$ cat src/rtl/pc_sequencer.sv
// pc_sequencer -- multi-cycle instruction address sequencer.
//
// Walks a step counter through 0..STEPS-1 once per instruction. The last
// step is the commit cycle: i_addr moves on to the next sequential address
// or to a branch target. Branch requests may arrive on any cycle (stalled
// or not) and are held in a single pending slot until the next commit; a
// newer request overwrites an older one.
//
// Optional feature: define PC_MISALIGN_TRAP_EN to discard committed branch
// targets that are not multiples of INC (misalign_err pulses instead of
// redirect). Without it, targets are applied as given and misalign_err = 0.
//
// Ports
//   clk            in   rising-edge clock
//   reset          in   asynchronous, active-low reset
//   stall          in   freezes step and i_addr while high
//   branch_taken   in   one-cycle branch request
//   branch_target  in   redirect address, valid with branch_taken
//   i_addr         out  current instruction address
//   step           out  current step index 0..STEPS-1
//   can_write      out  commit cycle flag (combinational)
//   redirect       out  one-cycle pulse after a branch was applied
//   misalign_err   out  one-cycle pulse after a misaligned branch was dropped

module pc_sequencer #(
  parameter int                ADDR_W    = 32,
  parameter int                STEPS     = 5,
  parameter int                INC       = 4,
  parameter logic [ADDR_W-1:0] RESET_VEC = '0
) (
  input  logic              clk,
  input  logic              reset,
  input  logic              stall,
  input  logic              branch_taken,
  input  logic [ADDR_W-1:0] branch_target,
  output logic [ADDR_W-1:0] i_addr,
  output logic [3:0]        step,
  output logic              can_write,
  output logic              redirect,
  output logic              misalign_err
);

  localparam logic [3:0]        LAST_STEP = 4'(STEPS - 1);
  localparam logic [ADDR_W-1:0] INC_V     = ADDR_W'(INC);

  logic [3:0]        step_q, step_d;
  logic [ADDR_W-1:0] addr_q, addr_d;
  logic              pend_q, pend_d;
  logic [ADDR_W-1:0] pend_tgt_q, pend_tgt_d;
  logic              redirect_q, redirect_d;

  logic              commit;
  logic              use_branch;
  logic [ADDR_W-1:0] apply_tgt;
  logic              misaligned;

  // A request on the commit cycle itself outranks the pending slot.
  assign commit     = (step_q == LAST_STEP) && !stall;
  assign use_branch = branch_taken || pend_q;
  assign apply_tgt  = branch_taken ? branch_target : pend_tgt_q;

`ifdef PC_MISALIGN_TRAP_EN
  localparam logic [ADDR_W-1:0] ALIGN_MASK = ADDR_W'(INC - 1);

  logic misalign_q, misalign_d;

  assign misaligned = (apply_tgt & ALIGN_MASK) != '0;
  assign misalign_d = commit && use_branch && misaligned;

  always_ff @(posedge clk or negedge reset) begin
    if (!reset) misalign_q <= 1'b0;
    else        misalign_q <= misalign_d;
  end

  assign misalign_err = misalign_q;
`else
  assign misaligned   = 1'b0;
  assign misalign_err = 1'b0;
`endif

  always_comb begin
    step_d     = step_q;
    addr_d     = addr_q;
    pend_d     = pend_q;
    pend_tgt_d = pend_tgt_q;
    redirect_d = 1'b0;

    if (!stall) begin
      step_d = (step_q == LAST_STEP) ? 4'd0 : step_q + 4'd1;
    end

    if (commit) begin
      // The pending slot is consumed by the commit even when the target is
      // dropped as misaligned, so a bad target never lingers.
      pend_d = 1'b0;
      if (use_branch && !misaligned) begin
        addr_d     = apply_tgt;
        redirect_d = 1'b1;
      end else begin
        addr_d = addr_q + INC_V;
      end
    end else if (branch_taken) begin
      pend_d     = 1'b1;
      pend_tgt_d = branch_target;
    end
  end

  always_ff @(posedge clk or negedge reset) begin
    if (!reset) begin
      step_q     <= 4'd0;
      addr_q     <= RESET_VEC;
      pend_q     <= 1'b0;
      pend_tgt_q <= '0;
      redirect_q <= 1'b0;
    end else begin
      step_q     <= step_d;
      addr_q     <= addr_d;
      pend_q     <= pend_d;
      pend_tgt_q <= pend_tgt_d;
      redirect_q <= redirect_d;
    end
  end

  assign i_addr    = addr_q;
  assign step      = step_q;
  assign can_write = commit;
  assign redirect  = redirect_q;

endmodule

$ cat config.mk
export PLATFORM = sky130hd
export DESIGN_NAME = pc_sequencer
export DESIGN_NICKNAME = d
export VERILOG_FILES = /design/src/rtl/pc_sequencer.sv
export SDC_FILE = /design/constraint.sdc
export NUM_CORES = 1
export LEC_CHECK = 0
export ABC_CLOCK_PERIOD_IN_PS = 2000
export CAP_MARGIN = 20
export CORE_AREA = 5 5 95 97
export DETAILED_ROUTE_END_ITERATION = 6
export DIE_AREA = 0 0 100 102
export GPL_TIMING_DRIVEN = 0
export HOLD_SLACK_MARGIN = 0.08
export PLACE_DENSITY = 0.86
export RECOVER_POWER = 100
export SYNTH_ARGS = -nofsm -noshare
export SYNTH_HDL_FRONTEND = slang
export SYNTH_SLANG_ARGS = --single-unit
$ cat constraint.sdc
create_clock -name clk -period 2 [get_ports clk]
set_input_delay 0.4 -clock clk [delete_from_list [all_inputs] [get_ports clk]]
set_output_delay 0.4 -clock clk [all_outputs]
set_load 0.05 [all_outputs]
==> results.py, run 1 <==
metrics = {
    "status": {
        "outcome": "complete, no violations",
    },
    "setup_path": {
        "required_ns": 2.24,
        "cp-endpoint": "i_addr[17]",
        "r2r_end": "i_addr[26]",
        "r2r_cells": 6,
        "start_kind": "input port",
        "startpoint": "branch_taken",
        "cp.arrival_ns": 2.21,
        "endpoint_kind": "flop",
        "crit_path_max_fanout": 10,
        "path_class": "input port to flop",
        "regToRegStartpoint": "i_addr[15]",
        "reg2reg_slack_ns": 0.06,
    },
    "cells_and_area": {
        "nets": 517,
        "drive_above_1_share_pct": 24.8,
        "antenna_cells": 0,
        "final_core_util_pct": 62.6,
        "final_cells": 588,
        "area_growth_pct": 36.6,
    },
    "clock_tree": {
        "clk-insertion-delay-late_ns": 0.35,
        "cts_inserted_buffers": 9,
        "postCtsHoldBufs": 0,
        "clockBufferDepth": 2,
        "htreeDepth": 3,
        "cts.sinks": 70,
        "cts_tree": "yes",
        "cts_root_buf": "clkbuf_8",
        "path_clk_slew_ns": 0.07,
    },
    "place": {
        "place_hpwl_um": 7890,
        "dp_slack_ns": -1.11,
        "place_inst": 554,
        "port_buffers": 73,
        "place_congestion": 0.920,
    },
    "timing": {
        "finalSetupViolCount": 0,
        "finalMaxSlewViolations": 0,
        "hold_viol": 0,
        "period_minus_slack_ns": 1.96,
        "postLayoutSetupSlackWorst_ns": 0.0356,
        "fin_worst_skew_ns": 0.0124,
        "worst_pin_slew_ns": 0.891,
        "finalCritPeriodShare_pct": 98.2,
        "slew_headroom_pct": 40.6,
        "fin_setup_tns_ns": 0,
        "fmax_mhz": 509,
    },
    "global_route": {
        "grt_pass1_wl_um": 18600,
        "first_global_vias": 3650,
        "groute.layer.met2.usage_pct": 38.3,
        "use_met1_pct": 29.7,
        "grt_max_degree": 71,
        "antenna_found_initial": 0,
        "met3_usage_pct": 4.30,
        "grt-ovfl-total": 0,
        "grt-busiest-layer": "met2",
        "grt_use_total_pct": 23.4,
    },
    "synthesis": {
        "synth_top_area_share_pct": 47.5,
        "synth_area_leaders": "dfrtp_1, mux2_2, a21oi_1, o21ai_0, nor2_1",
        "async_reset_ff_share_pct": 100,
        "yosysUniqueCellTypes": 52,
        "syn_area_per_cell_um2": 9.81,
        "synth-seq-cells": 70,
        "synth_area_um2": 3690,
        "ys.flop_type": "dfrtp_1",
        "yosysWarnings": 0,
        "synth_seq_area_share_pct": 47.5,
        "syn_nets": 415,
        "yosys.area.top_type": "dfrtp_1",
        "synth_edf_count": 0,
        "synthCells": 376,
    },
    "routing": {
        "vias": 3768,
        "dr.pass1.iters": 7,
        "drc": 0,
        "wl_per_cell_um": 20.7,
        "drt-total-wl_um": 12200,
        "viasPerCell": 6.41,
        "drt_iter0_markers": 500,
        "antenna_left": 0,
    },
    "power": {
        "cellPowerDensity_nw_per_um2": 1450,
        "p_leak_nw": 2.21,
        "power_mw": 7.32,
        "ir_drop_uv": 740,
    },
    "die": {
        "ios": 75,
        "die_x_um": 100,
        "fp.dieArea_um2": 10200,
        "coreArea_um2": 8050,
        "die_h_um": 102,
        "start_util_pct": 45.8,
        "fp-row-count": 33,
    },
    "worst_hold_path": {
        "hold_class": "input port to asynchronous set/reset pin",
    },
    "job": {
        "maxCapViolCount": 0,
    },
}
worst min path at each step:
stage,from,to,slack [ns]
after floorplan,reset,i_addr[0],0.10
after global placement,pend_tgt_q[30],pend_tgt_q[30],0.47
after detailed placement,i_addr[0],i_addr[0],0.48
after CTS,reset,step[2],0.20
after global routing,reset,i_addr[0],0.25
final,reset,i_addr[0],0.17
layout make-up:
type | instances | area (um^2)
clock buffers | 12 | 135
repair buffers | 93 | 891
fillers | 641 | 3010
plain buffers | 22 | 138
inverters | 13 | 51.3
clock inverters | 4 | 25.0
multi-input cells | 269 | 1900
well taps | 105 | 131
flip-flops and latches | 70 | 1770
registers in the layout, summed over array words and instances, names as in the netlist:
name        cells
redirect        1
i_addr         32
pend_tgt_q     32
step            4
pend_q          1
metrics by stage:
step	cell area, um^2	hold slack [ns]
after detailed placement	4570	0.481
after floorplan	3710	0.104
final	5040	0.171
after global placement	4580	0.465
after CTS	4820	0.205
after global routing	5040	0.254
cells in the mapped netlist (all sizes together) (4+ instances only):
cell type and n:
dfrtp 70, a21oi 38, mux2 29, nor2 26
o21ai 25, nand2 20, clkbuf 18, nand3 14
inv 13, o22ai 12, nor3 11, o22a 9
a31oi 8, a211oi 7, nand4 7, buf 6
and3 5, mux2i 5, o21a 5, nor4 4
o211ai 4
cell usage in the layout (no fill, tap or decap), types with 6 or more instances in the layout:
cell type and count:
nand2_1 20, nor3_1 10, dlymetal6s2s_1 11, a31oi_1 8, clkbuf_8 9, a21oi_1 38, o22ai_1 12, clkdlybuf4s50_1 37
dlygate4sd2_1 23, dfrtp_2 14, inv_1 10, nor2_1 26, o22a_1 9, dfrtp_1 56, clkbuf_2 10, nand3_1 8
buf_4 25, o21ai_0 24, clkbuf_1 7, nand4_1 6, mux2_2 29
where the power goes:
part | internal (mW) | total [mW] | switching, mW
logic | 1.32 | 3.77 | 2.45
registers | 1.93 | 2.54 | 0.617
clock network | 0.448 | 1.01 | 0.558
routing by layer:
metal  vias up  share of wire [%]
li1       1619                  -
met1      1821                 38
met2       273                 48
met3        55                 10
met4         0                4.1
met5         -                  0
worst max-delay path, cell delays in order:
cell,delay (ns)
clkdlybuf4s50_1,0.63
nand2b_2,0.32
buf_2,0.29
nor2_1,0.06
a21oi_1,0.18
nor2_1,0.08
a311oi_1,0.23
cells by family after synthesis:
group | count (synthesis) | synth area share (%)
fa+ha+maj | 3 | 1.02
other cells | 1 | 0.102
simple gates | 103 | 15.0
xor+xnor | 1 | 0.237
compound gates | 127 | 21.9
mux | 34 | 10.2
buf+inv | 37 | 4.00
flops | 70 | 47.5
timing repair:
item / in CTS / in global routing
setup buffers: 4 / 16
pin swaps: 5 / 5
gates resized for setup: 54 / 40
endpoints found under the setup margin: 83 / 53
endpoints found under the hold margin: 0 / 0
No activity file was read; power rests on OpenSTA's default activity.
==> run 2, diff against run 1 <==
--- a/config.mk
+++ b/config.mk
@@ -17,3 +17,4 @@
 export SYNTH_ARGS = -nofsm -noshare
 export SYNTH_HDL_FRONTEND = slang
 export SYNTH_SLANG_ARGS = --single-unit
+export TNS_END_PERCENT = 50
==> results.py, run 2 (synthesized netlist as in run 1, its figures left out) <==
metrics = {
    "cells_and_area": {
        "fillers": 682,
        "layout_common_cells": "dfrtp_1, a21oi_1, clkdlybuf4s50_1, mux2_2, nor2_1",
        "drive_above_1_share_pct": 22.0,
        "nets": 507,
        "layout_commonest_cell": "dfrtp_1",
        "final_cells": 578,
        "antenna_cells": 0,
        "area_growth_pct": 34.6,
    },
    "die": {
        "die_h_um": 102,
        "fp.dieArea_um2": 10200,
        "ios": 75,
        "die_x_um": 100,
        "start_util_pct": 45.8,
        "coreArea_um2": 8050,
        "fp-row-count": 33,
    },
    "routing": {
        "wl_per_cell_um": 20.2,
        "vias": 3670,
        "drc": 0,
        "antenna_left": 0,
        "drt-total-wl_um": 11700,
        "dr.pass1.iters": 7,
        "viasPerCell": 6.35,
        "drt_iter0_markers": 468,
    },
    "global_route": {
        "first_global_vias": 3592,
        "grt-ovfl-total": 0,
        "antenna_found_initial": 0,
        "grt_pass1_wl_um": 18500,
        "grt_max_degree": 71,
        "grt_use_total_pct": 23.4,
    },
    "clock_tree": {
        "htreeDepth": 3,
        "cts.sinks": 70,
        "cts_tree": "yes",
        "path_clk_slew_ns": 0.07,
        "clk-insertion-delay-late_ns": 0.35,
        "cts_root_buf": "clkbuf_8",
        "cts_inserted_buffers": 9,
        "clockBufferDepth": 2,
    },
    "place": {
        "place_hpwl_um": 7910,
        "dp_slack_ns": -1.01,
        "place_congestion": 0.928,
        "place_inst": 554,
        "port_buffers": 73,
    },
    "timing": {
        "fin_setup_tns_ns": -0.00564,
        "finalSetupViolCount": 1,
        "finalCritPeriodShare_pct": 100,
        "postLayoutSetupSlackWorst_ns": -0.00564,
        "worst_pin_slew_ns": 0.887,
        "period_minus_slack_ns": 2.01,
        "finalMaxSlewViolations": 0,
        "fmax_mhz": 499,
        "slew_headroom_pct": 40.9,
        "rsz0062_at_grt": "true",
        "hold_viol": 0,
        "fin_worst_skew_ns": 0.0110,
    },
    "status": {
        "violations": "negative setup slack",
        "outcome": "complete, but fails checks",
    },
    "setup_path": {
        "critPathSlowestCell": "dfrtp_2",
        "critPathMaxStageDelay_ns": 0.44,
        "crit_path_max_fanout": 10,
        "worstPathCellList": "inv_1 -> ha_2 -> nand3_4 -> inv_4 -> buf_8 -> buf_8",
        "path_class": "flop to primary output",
        "start_kind": "flop",
        "required_ns": 1.60,
        "cp.arrival_ns": 1.61,
        "endpoint_kind": "primary output",
        "crit_top_cell": "buf_8",
    },
    "worst_hold_path": {
        "hold_class": "input port to asynchronous set/reset pin",
    },
    "power": {
        "power_mw": 7.41,
        "p_leak_nw": 2.19,
        "ir_drop_uv": 746,
        "cellPowerDensity_nw_per_um2": 1490,
    },
    "job": {
        "maxCapViolCount": 0,
    },
}
-- run 2: report_power, final --
| part | switching, mW | internal (mW) |
|---|---|---|
| Sequential | 0.602 | 1.92 |
| Clock | 0.544 | 0.804 |
| Combinational | 2.36 | 1.18 |
| Total | 3.50 | 3.91 |
-- run 2: cell type report --
| class | instances | area (um^2) | share of cell area [%] |
|---|---|---|---|
| tap | 105 | 131 | 2.65 |
| timing repair buffer | 82 | 803 | 16.2 |
| clock inverter | 3 | 65.1 | 1.31 |
| clock buffer | 13 | 169 | 3.40 |
| buffer | 23 | 124 | 2.50 |
| multi-input combinational | 269 | 1850 | 37.3 |
| sequential | 70 | 1770 | 35.6 |
| inverter | 13 | 51.3 | 1.03 |
-- run 2: metal layers --
layer | track usage [%] | share of wire [%]
met5 | 0 | 0
met4 | 9.12 | 3.8
met3 | 5.80 | 9.7
met2 | 38.5 | 47
met1 | 30.0 | 39
-- run 2: final timing paths --
kind | from | endpoint | slack [ns] | cells past startpoint
max | step[0] | can_write | -0.006 | 6
min | reset | pend_tgt_q[1] | 0.17 | 1
max reg2reg | i_addr[2] | i_addr[26] | 0.05 | 7
min reg2reg | i_addr[1] | i_addr[1] | 0.50 | 2
max in group asynchronous | reset | i_addr[13] | 1.19 | 1
min in group clk | stall | step[0] | 0.47 | 2
-- run 2: timing repair --
item	4_1_cts	5_1_grt
gates cloned	0	0
endpoints found under the setup margin	58	45
pin swaps	2	4
setup buffers	4	5
hold buffers	0	0
gates resized for setup	45	35
-- run 2: metrics by stage --
stage / cell area, um^2 / utilization (%) / hold slack (ns)
final: 4960 / 61.6 / 0.168
after global routing: 4960 / 61.6 / 0.228
after CTS: 4850 / 60.2 / 0.207
after detailed placement: 4570 / 56.8 / 0.483
after global placement: 4570 / 56.8 / 0.465
after floorplan: 3710 / - / 0.104
-- run 2: worst max-delay path: cells and delay by family, from the launching register on --
family	cells	cell delay [ns]
buffers and inverters	4	0.48
flip-flops	1	0.44
adder cells (fa/ha/maj)	1	0.21
AND/OR/NAND/NOR	1	0.13
